`config.mk`:
```
export PLATFORM = sky130hd
export DESIGN_NAME = dmem_uart_dumper
export DESIGN_NICKNAME = d
export VERILOG_FILES = /design/src/rtl/dmem_uart_dumper_pkg.sv /design/src/rtl/dmem_uart_dumper_btn_debouncer.sv /design/src/rtl/dmem_uart_dumper.sv
export SDC_FILE = /design/constraint.sdc
export NUM_CORES = 1
export LEC_CHECK = 0
export BUFFER_PORTS_ARGS = -buffer_cell sky130_fd_sc_hd__buf_2
export CORE_AREA = 2 2 96 98
export CTS_CLUSTER_SIZE = 12
export DETAILED_ROUTE_END_ITERATION = 16
export DIE_AREA = 0 0 98 100
export GPL_ROUTABILITY_DRIVEN = 0
export PLACE_DENSITY = 0.55
export SLEW_MARGIN = 20
export SYNTH_ARGS = -nofsm -noshare
export SYNTH_HDL_FRONTEND = slang
export SYNTH_SLANG_ARGS = --single-unit
```
`constraint.sdc`:
```
create_clock -name i_clk -period 2.34 [get_ports i_clk]
set_input_delay 0.234 -clock i_clk [delete_from_list [all_inputs] [get_ports i_clk]]
set_output_delay 0.234 -clock i_clk [all_outputs]
set_load 0.01 [all_outputs]
```
`src/rtl/dmem_uart_dumper_pkg.sv`:
```
// rtl/dmem_uart_dumper_pkg.sv - shared state encodings and UART line constants for the memory dumper
package dmem_uart_dumper_pkg;

   typedef enum logic [2:0] {
      DMP_IDLE,
      DMP_READ,
      DMP_WAIT,
      DMP_START,
      DMP_DATA,
      DMP_STOP,
      DMP_DONE
   } dmp_state_t;

   localparam logic UART_IDLE_LVL = 1'b1;

endpackage

```
`src/rtl/dmem_uart_dumper_btn_debouncer.sv`:
```
// rtl/dmem_uart_dumper_btn_debouncer.sv - button synchroniser, debounce filter and rising-edge pulse
module btn_debouncer #(
   parameter int DEBOUNCE_CLKS = 1000
) (
   input  logic i_clk,
   input  logic i_rst_n,
   input  logic i_btn,
   output logic o_press_pulse
);

   localparam int CW = $clog2(DEBOUNCE_CLKS + 1);

   logic          sync_1;
   logic          sync_2;
   logic          stable;
   logic          stable_d;
   logic [CW-1:0] cnt;

   // stable only follows sync_2 after it has differed for DEBOUNCE_CLKS consecutive clocks
   always_ff @(posedge i_clk or negedge i_rst_n) begin
      if (!i_rst_n) begin
         sync_1   <= 1'b0;
         sync_2   <= 1'b0;
         stable   <= 1'b0;
         stable_d <= 1'b0;
         cnt      <= '0;
      end else begin
         sync_1   <= i_btn;
         sync_2   <= sync_1;
         stable_d <= stable;
         if (sync_2 == stable) begin
            cnt <= '0;
         end else if (cnt == CW'(DEBOUNCE_CLKS - 1)) begin
            stable <= sync_2;
            cnt    <= '0;
         end else begin
            cnt <= cnt + 1'b1;
         end
      end
   end

   assign o_press_pulse = stable & ~stable_d;

endmodule

```
`src/rtl/dmem_uart_dumper.sv`:
```
// rtl/dmem_uart_dumper.sv - reads data memory top-down on a button press and sends each byte as 8N1 UART
module dmem_uart_dumper
   import dmem_uart_dumper_pkg::*;
#(
   parameter int CLKS_PER_BIT  = 868,
   parameter int ADDR_W        = 10,
   parameter int DUMP_BYTES    = 4,
   parameter int DEBOUNCE_CLKS = 1000
) (
   input  logic              i_clk,
   input  logic              i_rst_n,
   input  logic              i_btn_dump,
   output logic              o_mem_rd_en,
   output logic [ADDR_W-1:0] o_mem_addr,
   input  logic [7:0]        i_mem_rdata,
   output logic              o_tx,
   output logic              o_busy,
   output logic              o_done
);

   localparam int BW = $clog2(CLKS_PER_BIT);

   dmp_state_t        state;
   dmp_state_t        state_nx;
   logic [ADDR_W-1:0] idx;
   logic [BW-1:0]     baud_cnt;
   logic [2:0]        bit_cnt;
   logic [7:0]        shreg;
   logic              tx_q;
   logic              tx_nx;
   logic              press;
   logic              baud_end;

   btn_debouncer #(.DEBOUNCE_CLKS(DEBOUNCE_CLKS)) u_btn (
      .i_clk         (i_clk),
      .i_rst_n       (i_rst_n),
      .i_btn         (i_btn_dump),
      .o_press_pulse (press)
   );

   assign baud_end = (baud_cnt == BW'(CLKS_PER_BIT - 1));

   always_comb begin
      state_nx = state;
      tx_nx    = UART_IDLE_LVL;
      case (state)
         DMP_IDLE:  if (press) state_nx = DMP_READ;
         DMP_READ:  state_nx = DMP_WAIT;
         DMP_WAIT:  state_nx = DMP_START;
         DMP_START: if (baud_end) state_nx = DMP_DATA;
         DMP_DATA:  if (baud_end && bit_cnt == 3'd7) state_nx = DMP_STOP;
         DMP_STOP:  if (baud_end) state_nx = (idx == '0) ? DMP_DONE : DMP_READ;
         DMP_DONE:  state_nx = DMP_IDLE;
         default:   state_nx = DMP_IDLE;
      endcase
      // tx is registered from the next state so the line changes exactly on state boundaries
      case (state_nx)
         DMP_START: tx_nx = 1'b0;
         DMP_DATA:  tx_nx = (state == DMP_DATA && baud_end) ? shreg[1] : shreg[0];
         default:   tx_nx = UART_IDLE_LVL;
      endcase
   end

   always_ff @(posedge i_clk or negedge i_rst_n) begin
      if (!i_rst_n) begin
         state    <= DMP_IDLE;
         idx      <= '0;
         baud_cnt <= '0;
         bit_cnt  <= '0;
         shreg    <= '0;
         tx_q     <= UART_IDLE_LVL;
      end else begin
         state <= state_nx;
         tx_q  <= tx_nx;
         if (state == DMP_IDLE && press) begin
            idx <= ADDR_W'(DUMP_BYTES - 1);
         end else if (state == DMP_STOP && baud_end && idx != '0) begin
            idx <= idx - 1'b1;
         end
         if (state == DMP_WAIT) begin
            shreg <= i_mem_rdata;
         end else if (state == DMP_DATA && baud_end) begin
            shreg <= {1'b0, shreg[7:1]};
         end
         if (state inside {DMP_START, DMP_DATA, DMP_STOP} && !baud_end) begin
            baud_cnt <= baud_cnt + 1'b1;
         end else begin
            baud_cnt <= '0;
         end
         if (state == DMP_DATA) begin
            if (baud_end) bit_cnt <= bit_cnt + 1'b1;
         end else begin
            bit_cnt <= '0;
         end
      end
   end

   assign o_mem_rd_en = (state == DMP_READ);
   assign o_mem_addr  = o_mem_rd_en ? idx : '0;
   assign o_tx        = tx_q;
   assign o_busy      = (state != DMP_IDLE) && (state != DMP_DONE);
   assign o_done      = (state == DMP_DONE);

endmodule

```
Word-level counts from Yosys, hierarchy flattened
Index checks and enable logic that the tools add are counted.
- bitwise logic cells: 3
- equal/unequal tests: 14
- $mul: 0
- magnitude comparators: 0
- shift operators: 0
- add/subtract/negate cells: 4
- div/mod/pow operators: 0
- reductions and logical operators: 16
- muxes and demuxes: 18
- operators with widths (kind ; number):
    $mux W10 ; 6
    $mux W3 ; 7
    $add A10 B1 Y10 const B ; 2
    $eq A10 B10 Y1 const B ; 2
    $pmux W3 S6 ; 1
    $mux W8 ; 2
    $eq A3 B3 Y1 const B ; 5
    $logic_not A10 Y1 ; 1
    $reduce_bool A10 Y1 ; 1
    $sub A10 B1 Y10 const B ; 1
    $eq A3 B2 Y1 const B ; 3
    $logic_and A1 B1 Y1 ; 7
    $reduce_bool A3 Y1 ; 2
    $reduce_bool A2 Y1 ; 2
    $add A3 B1 Y3 const B ; 1
    $eq A3 B1 Y1 const B ; 1
    $logic_not A3 Y1 ; 1
    $ne A3 B3 Y1 const B ; 1
    $ne A2 B2 Y1 const B ; 1
    $not A1 Y1 ; 2
    $pmux W1 S2 ; 1
    $reduce_and A2 Y1 ; 1
    $and A1 B1 Y1 ; 1
    $eq A1 B1 Y1 ; 1
    other kinds (2) ; 2
- memory bits (writable): 0
- bits in latches: 0
- memories: 0
- input port bits: 11
- memory bits (read-only): 0
- register bits after elaboration: 49

Logic depth before layout (Yosys ltp)
Gate-level depths: netlist (run 1).
- depth in word-level cells: 6
- gate-level depth with buffers: 7
- depth with buffers taken out: 6

Modules after synthesis
A second synthesis (run 1) with hierarchy kept.
- cell total of the unflattened synthesis: 263
- area total of the unflattened synthesis: 2566.2 sq um
- modules (own cells, without submodules) (module ; area an instance (sq um) ; cells each ; instances):
    dmem_uart_dumper ; 1928.1 ; 206 ; 1
    btn_debouncer ; 638.1 ; 57 ; 1

Worst setup path before layout (run 1)
OpenSTA, ideal clock, no wires.
- kind: reg2reg
- from: reg baud_cnt[0]
- to: reg idx[9]
- buffers on the path: 1
- data required time: 2.263 ns
- data arrival time: 1.928 ns
- cell stages (with the launch flop): 8
- setup time: 0.077 ns
- slack: 0.335 ns
- cell sequence: dfrtp_1 -> ha_1 -> nand4bb_4 -> nor4_4 -> nand2_2 -> buf_6 -> or4_1 -> a21oi_1
- cells in the longest elaborated chain, start to end: 4
- RTL lines (what ; RTL line ; RTL):
    from (decl) ; dmem_uart_dumper.sv:26 ; logic [BW-1:0] baud_cnt;
    from (signal assigned) ; dmem_uart_dumper.sv:86 ; baud_cnt <= baud_cnt + 1'b1;
    $eq A10 B10 Y1 ; dmem_uart_dumper.sv:41 ; assign baud_end = (baud_cnt == BW'(CLKS_PER_BIT - 1));
    $logic_and A1 B1 Y1 (2 in a row) ; dmem_uart_dumper.sv:77 ; end else if (state == DMP_STOP && baud_end && idx != '0) begin
    $reduce_bool A2 Y1 (no line) ; - ;
    to (signal assigned) ; dmem_uart_dumper.sv:76 ; idx <= ADDR_W'(DUMP_BYTES - 1);
    to (signal assigned) ; dmem_uart_dumper.sv:78 ; idx <= idx - 1'b1;
    to (decl) ; dmem_uart_dumper.sv:25 ; logic [ADDR_W-1:0] idx;
No other way between the ends.
A chain may end at the register's enable or synchronous reset.

Worst setup path after layout (run 1)
Same ends and word-level chain as after synthesis.

==> impl_metrics.toml, run 1 <==
[clock_network]
postCtsSetupBuffers = 0
cts_resized = 0
root_buffer = "clkbuf_8"
path_clk_slew_ns = 0.10
clk_latency_ns = 0.31
cts_htree_levels = 2
numCtsBuffers = 5
holdBufCountCts = 1
clk_path_buf_depth = 2
clock_sink_count = 49
cts_tree = "yes"

[pwr]
power_frac_clock_pct = 37.0
combPwrFrac_pct = 2.9
p_sw_share_pct = 22.3
pwr-share-seq_pct = 60.1
ir_worst_vdd_v = 0.000215
internal_power_w = 0.00111
powerDensity_nw_per_um2 = 489
power.switching_w = 0.000318
p_leak_nw = 1.34

[logic_synthesis]
async_reset_ff_share_pct = 100
synth-edff-count = 0
synth.ff_latch_count = 49
synth_cell_type_count = 45
yosys_warnings = 0
synthFlopType = "dfrtp_1"
ys_seq_area_share_pct = 48.1
synth_fp_nets = 263
synth_cells = 247
syn_avg_cell_area_sq_um = 10.3
synth_area_sq_um = 2550

[die]
floorplan.initialDensity_pct = 28.7
core_sq_um = 8890
rows = 35
io_pins = 25
die-area_sq_um = 9800
die_h_um = 100
die_w_um = 98

[setup_path]
cp_data_arrival_time_ns = 2.39
slowest_delay_ns = 0.50
worst_path_max_delay_cell = "or4_1"
critPathMaxFanout = 10
worst_setup_path_end_kind = "flip-flop"
startpoint_type = "flip-flop"
worstSetupPathType = "flip-flop to flip-flop"
path_cells = "ha_1, nand4bb_4, nor4_4, nand2_2, or4_1, a21oi_1"
cp_data_required_time_ns = 2.58
path_delay_family = "simple AND/OR/NAND/NOR gates"
crit_buf_inv = 0

[placed_design]
dp_hpwl_um = 3500
place_ws_ns = 0.199
io_buffers = 24

[route]
routedWlPerCell_um = 12.1
vias_per_cell = 4.64
antenna_left = 0
drc = 0
drtIter0Drc = 58
num_vias = 1819
first_pass_iters = 4
routed_wl_um = 4740

[finish]
nets = 296
layout-drive-gt1-share_pct = 19.2
diodes = 0
fill_cells = 918
area_delta_synth_final_pct = 14.1

[timing]
worst_pin_slew_ns = 0.726
slew_violations = 0
fin_skew_ns = 0.0158
fin_crit_sh_pct = 91.7
rsz0062_at_grt = "false"
min_period_ns = 2.15
worst_slack_ns = 0.194
hold_violations = 0
setup-violations-final = 0
tns_ns = 0
fmax_ghz = 0.466
relSlewSlack_pct = 51.3

[status]
status = "finished clean"

[global_route]
use_met1_pct = 12.8
grt_usage_pct = 10.2
use_met3_pct = 2.37
grt_pass1_wl_um = 8200
grt_max_degree = 22
top_usage_layer = "met2"
gr-usage-met2_pct = 17.2
grt-ovfl-total = 0
antenna_found_initial = 0
grt_pass1_vias = 1794

[min_path]
hold_class = "input pin to flip-flop"

[flow_run]
drv_cap = 0
[cells by family (layout without fill, tap and decap cells)]
group	count (synthesis)	count (layout)	synth area share, %
AO/OA/AOI/OAI	27	27	6.12
XOR/XNOR	23	23	7.89
adder cells (fa/ha/maj)	5	5	2.45
buffers and inverters	15	49	3.87
flip-flops	49	49	48.1
multiplexers	12	12	4.75
AND/OR/NAND/NOR	116	116	26.9
[metal layers]
layer  vias to the layer above  share of wire (%)  wire (um)
met3                         7                3.0        142
met2                        18                 49       2320
li1                        913                  -          -
met4                         0                1.7         82
met1                       881                 46       2190
met5                         -                  0          0
[final cells by class]
type / count / area (sq um) / area share (%)
Multi-Input combinational cell: 183 / 1230 / 42.1
Tap cell: 111 / 139 / 4.77
Clock inverter: 2 / 13.8 / 0.472
Inverter: 7 / 26.3 / 0.902
Sequential cell: 49 / 1230 / 42.1
Clock buffer: 6 / 82.6 / 2.83
Timing Repair Buffer: 34 / 198 / 6.78
[power groups by stage]
stage | clock [W] | sequential [W] | combinational [W]
floorplan | 0 | 0.000873 | 0.0000112
global placement | 0 | 0.000873 | 0.0000410
detailed placement | 0 | 0.000874 | 0.0000419
CTS | 0.000553 | 0.000857 | 0.0000434
global route | 0.000587 | 0.000859 | 0.0000481
finish | 0.000527 | 0.000857 | 0.0000411
[worst paths after layout]
path                                   start  slack (ns)      endpoint  cells after the start
worst max register to register   baud_cnt[0]        0.19        idx[9]                      6
worst min register to register  u_btn.sync_1        0.36  u_btn.sync_2                      0
worst max-delay path             baud_cnt[0]        0.19        idx[9]                      6
max in group asynchronous            i_rst_n        1.42   baud_cnt[2]                      3
min in group asynchronous            i_rst_n        0.35      shreg[4]                      2
worst min-delay path              i_btn_dump        0.03  u_btn.sync_1                      1
[cells in the mapped netlist (2+ instances only)]
cell type | count | area share, %
xnor2_1 | 7 | 2.4
xor2_1 | 16 | 5.5
nor4_2 | 2 | 0.98
a21oi_1 | 8 | 1.6
nand2_2 | 2 | 0.49
o21ai_1 | 8 | 1.6
and3_1 | 3 | 0.74
nand4_1 | 6 | 1.5
mux2i_1 | 11 | 4.3
and4_1 | 2 | 0.69
o21ai_0 | 3 | 0.59
nand2b_1 | 3 | 0.74
ha_1 | 5 | 2.4
o31ai_1 | 5 | 1.5
dfrtp_1 | 48 | 47
nand3_1 | 11 | 2.2
clkbuf_1 | 3 | 0.44
buf_6 | 2 | 0.88
inv_1 | 7 | 1.0
or2_1 | 2 | 0.49
nand4bb_4 | 2 | 2.2
nand2_1 | 20 | 2.9
and2_1 | 10 | 2.4
nor2_1 | 32 | 4.7
nor3_1 | 6 | 1.2
or4_1 | 4 | 1.2
[registers in the layout, summed over array words and instances, names as in the netlist]
register,flops
baud_cnt,10
bit_cnt,3
idx,10
o_tx,1
shreg,8
state,3
u_btn.cnt,10
u_btn.stable,1
u_btn.stable_d,1
u_btn.sync_1,1
u_btn.sync_2,1
[cell usage in the layout, fill, tap and decap left out, types with 2 or more instances in the layout]
cell type  instances
dfrtp_1           48
nor3_1             6
and3_1             3
mux2i_1           11
nor4_2             2
buf_4              9
nand2_1           20
nand4_1            6
nand2b_1           3
and2_1            10
buf_2             24
o21ai_1            8
a21oi_1            8
xnor2_1            7
o21ai_0            3
nand3_1           11
o31ai_1            5
nor2_1            32
inv_1              7
or2_1              2
ha_1               5
nand2_2            2
nand4bb_4          2
and4_1             2
clkbuf_8           6
xor2_1            16
or4_1              4
[stage by stage]
| stage | util [%] | instances | total power, W | hold slack [ns] | area, sq um |
|---|---|---|---|---|---|
| 6_report | 32.8 | 392 | 0.00142 | 0.0308 | 2910 |
| 5_1_grt | 32.8 | 392 | 0.00149 | 0.0183 | 2910 |
| 4_1_cts | 32.8 | 392 | 0.00145 | 0.0166 | 2910 |
| 3_5_place_dp | 31.6 | 383 | 0.000916 | 0.143 | 2810 |
| 3_3_place_gp | 31.6 | 383 | 0.000914 | 0.139 | 2810 |
| 2_1_floorplan | - | 247 | 0.000884 | -0.0616 | 2550 |
(Power assumes the default switching activity.)
==> inputs of run 2 (changes only) <==
clock period = 2 ns   (was 2.34 ns; I/O delays follow)
==> run 2 against run 1 <==
Wire length decreased by 0.23%; sequential power rose by 17%; cell count up 2.8%; via count increased by 4.0%; largest power group unchanged; register-to-register slack got worse by 0.04 ns; worst hold slack better by 0.062 ns; critical path depth down 1; combinational power rose by 16%.
==> impl_metrics.toml, run 2 (synthesized netlist as in run 1, its figures left out) <==
[timing]
fin_skew_ns = 0.0104
hold_violations = 0
tns_ns = 0
min_period_ns = 1.85
fmax_ghz = 0.540
slew_violations = 0
fin_crit_sh_pct = 92.5
rsz0062_at_grt = "false"
worst_pin_slew_ns = 0.456
setup-violations-final = 0
relSlewSlack_pct = 69.1

[placed_design]
placed_cells = 391
dp_hpwl_um = 3490
io_buffers = 24

[die]
core_sq_um = 8890
die-area_sq_um = 9800
io_pins = 25
floorplan.initialDensity_pct = 28.7
die_w_um = 98
die_h_um = 100
rows = 35

[route]
drtIter0Drc = 55
vias_per_cell = 4.69
routedWlPerCell_um = 11.7
drc = 0
dr_wl_met2_um = 2330
met3_length_um = 112
antenna_left = 0
top_layer = "met4"
routed_wl_um = 4730
wl_met1_um = 2210
first_pass_iters = 4
num_vias = 1892

[clock_network]
cts_htree_levels = 2
clk_latency_ns = 0.31
cts_tree = "yes"
clk_path_buf_depth = 2
path_clk_slew_ns = 0.10
root_buffer = "clkbuf_8"
numCtsBuffers = 5
clock_sink_count = 49

[finish]
layout.cells.non_filler = 403
reg_top3 = "baud_cnt x10, idx x10, u_btn.cnt x10"
final_common_cell = "dfrtp_1"
area_delta_synth_final_pct = 17.9
layout-drive-gt1-share_pct = 22.3
multiInputGateArea_sq_um = 1240
seq_area_sq_um = 1230
nets = 307
diodes = 0
fill_cells = 910
final_cell_mix = "48 x dfrtp_1, 32 x nor2_1, 24 x buf_2, 20 x nand2_1, 19 x buf_4"

[setup_path]
cp_data_required_time_ns = 2.24
r2r_cells = 5
reg2reg_slack_ns = 0.15
crit_buf_inv = 0
path_delay_family = "simple AND/OR/NAND/NOR gates"
worst_path_max_delay_cell = "or4_1"
path_cells = "nand4bb_4, nor4_4, nand2_2, or4_1, a21oi_1"
critPathMaxFanout = 8
worstReg2RegEnd = "idx[5]"
startpoint_type = "flip-flop"
worstSetupPathType = "flip-flop to flip-flop"
worst_setup_path_end_kind = "flip-flop"
worstReg2RegStart = "baud_cnt[7]"
slowest_delay_ns = 0.48
cp_data_arrival_time_ns = 2.09

[global_route]
antenna_found_initial = 0
grt_usage_pct = 10.1
grt_pass1_vias = 1788
grt_pass1_wl_um = 8220
grt_max_degree = 21
grt-ovfl-total = 0

[pwr]
totalPowerFinal_w = 0.00168
ir_worst_vdd_v = 0.000307
powerDensity_nw_per_um2 = 557
p_leak_nw = 1.40

[min_path]
holdPathEnd = "shreg[3]"
hold_path_depth = 3
hold_class = "input pin to flip-flop"
worstHoldStart = "i_mem_rdata[3]"

[status]
status = "finished clean"

[flow_run]
drv_cap = 0
## run 2: layout make-up
cell class                 instances  share of cell area (%)
clock buffer                       5                    2.29
clock inverter                     3                   0.956
inverter                           7                   0.872
multi-input combinational        183                    41.1
sequential                        49                    40.8
tap                              111                    4.61
timing repair buffer              45                    9.39
## run 2: per-stage QoR
step	setup WS [ns]	instance area, sq um	hold WS [ns]	utilization [%]
after CTS	0.117	2990	0.0883	33.6
after detailed placement	0.126	2870	0.137	32.3
after global placement	0.153	2870	0.140	32.3
after global routing	0.0234	3010	0.0933	33.9
final	0.150	3010	0.0926	33.9
after floorplan	0.0369	2560	-0.0956	-
## run 2: worst min-delay path: stages
cell     delay, ns
buf_2         0.07
nand2_1       0.04
o21ai_1       0.06
## run 2: worst max path at each step
stage          cells past startpoint  slack [ns]     end   startpoint
2_1_floorplan                      7        0.04  idx[9]  baud_cnt[0]
3_3_place_gp                       6        0.15  idx[1]       idx[2]
3_5_place_dp                       6        0.13  idx[3]  baud_cnt[0]
4_1_cts                            6        0.12  idx[5]  baud_cnt[0]
5_1_grt                            6        0.02  idx[5]  baud_cnt[1]
6_report                           5        0.15  idx[5]  baud_cnt[7]
## run 2: where the power goes
group	switching, W	internal (W)
registers	0.00000536	0.000997
logic	0.0000291	0.0000186
clock network	0.000366	0.000262
## run 2: routing by layer
metal,GRT usage [%],vias to the layer above
li1,-,944
met1,13.2,918
met2,17.2,24
met3,2.09,6
met4,2.88,0
met5,0,-
## run 2: timing repair
| action | in CTS | in global routing |
|---|---|---|
| hold buffers | 2 | 0 |
| endpoints found under the setup margin | 0 | 4 |
| setup buffers | 0 | 2 |
| resized for setup | 0 | 1 |
| endpoints found under the hold margin | 16 | 0 |
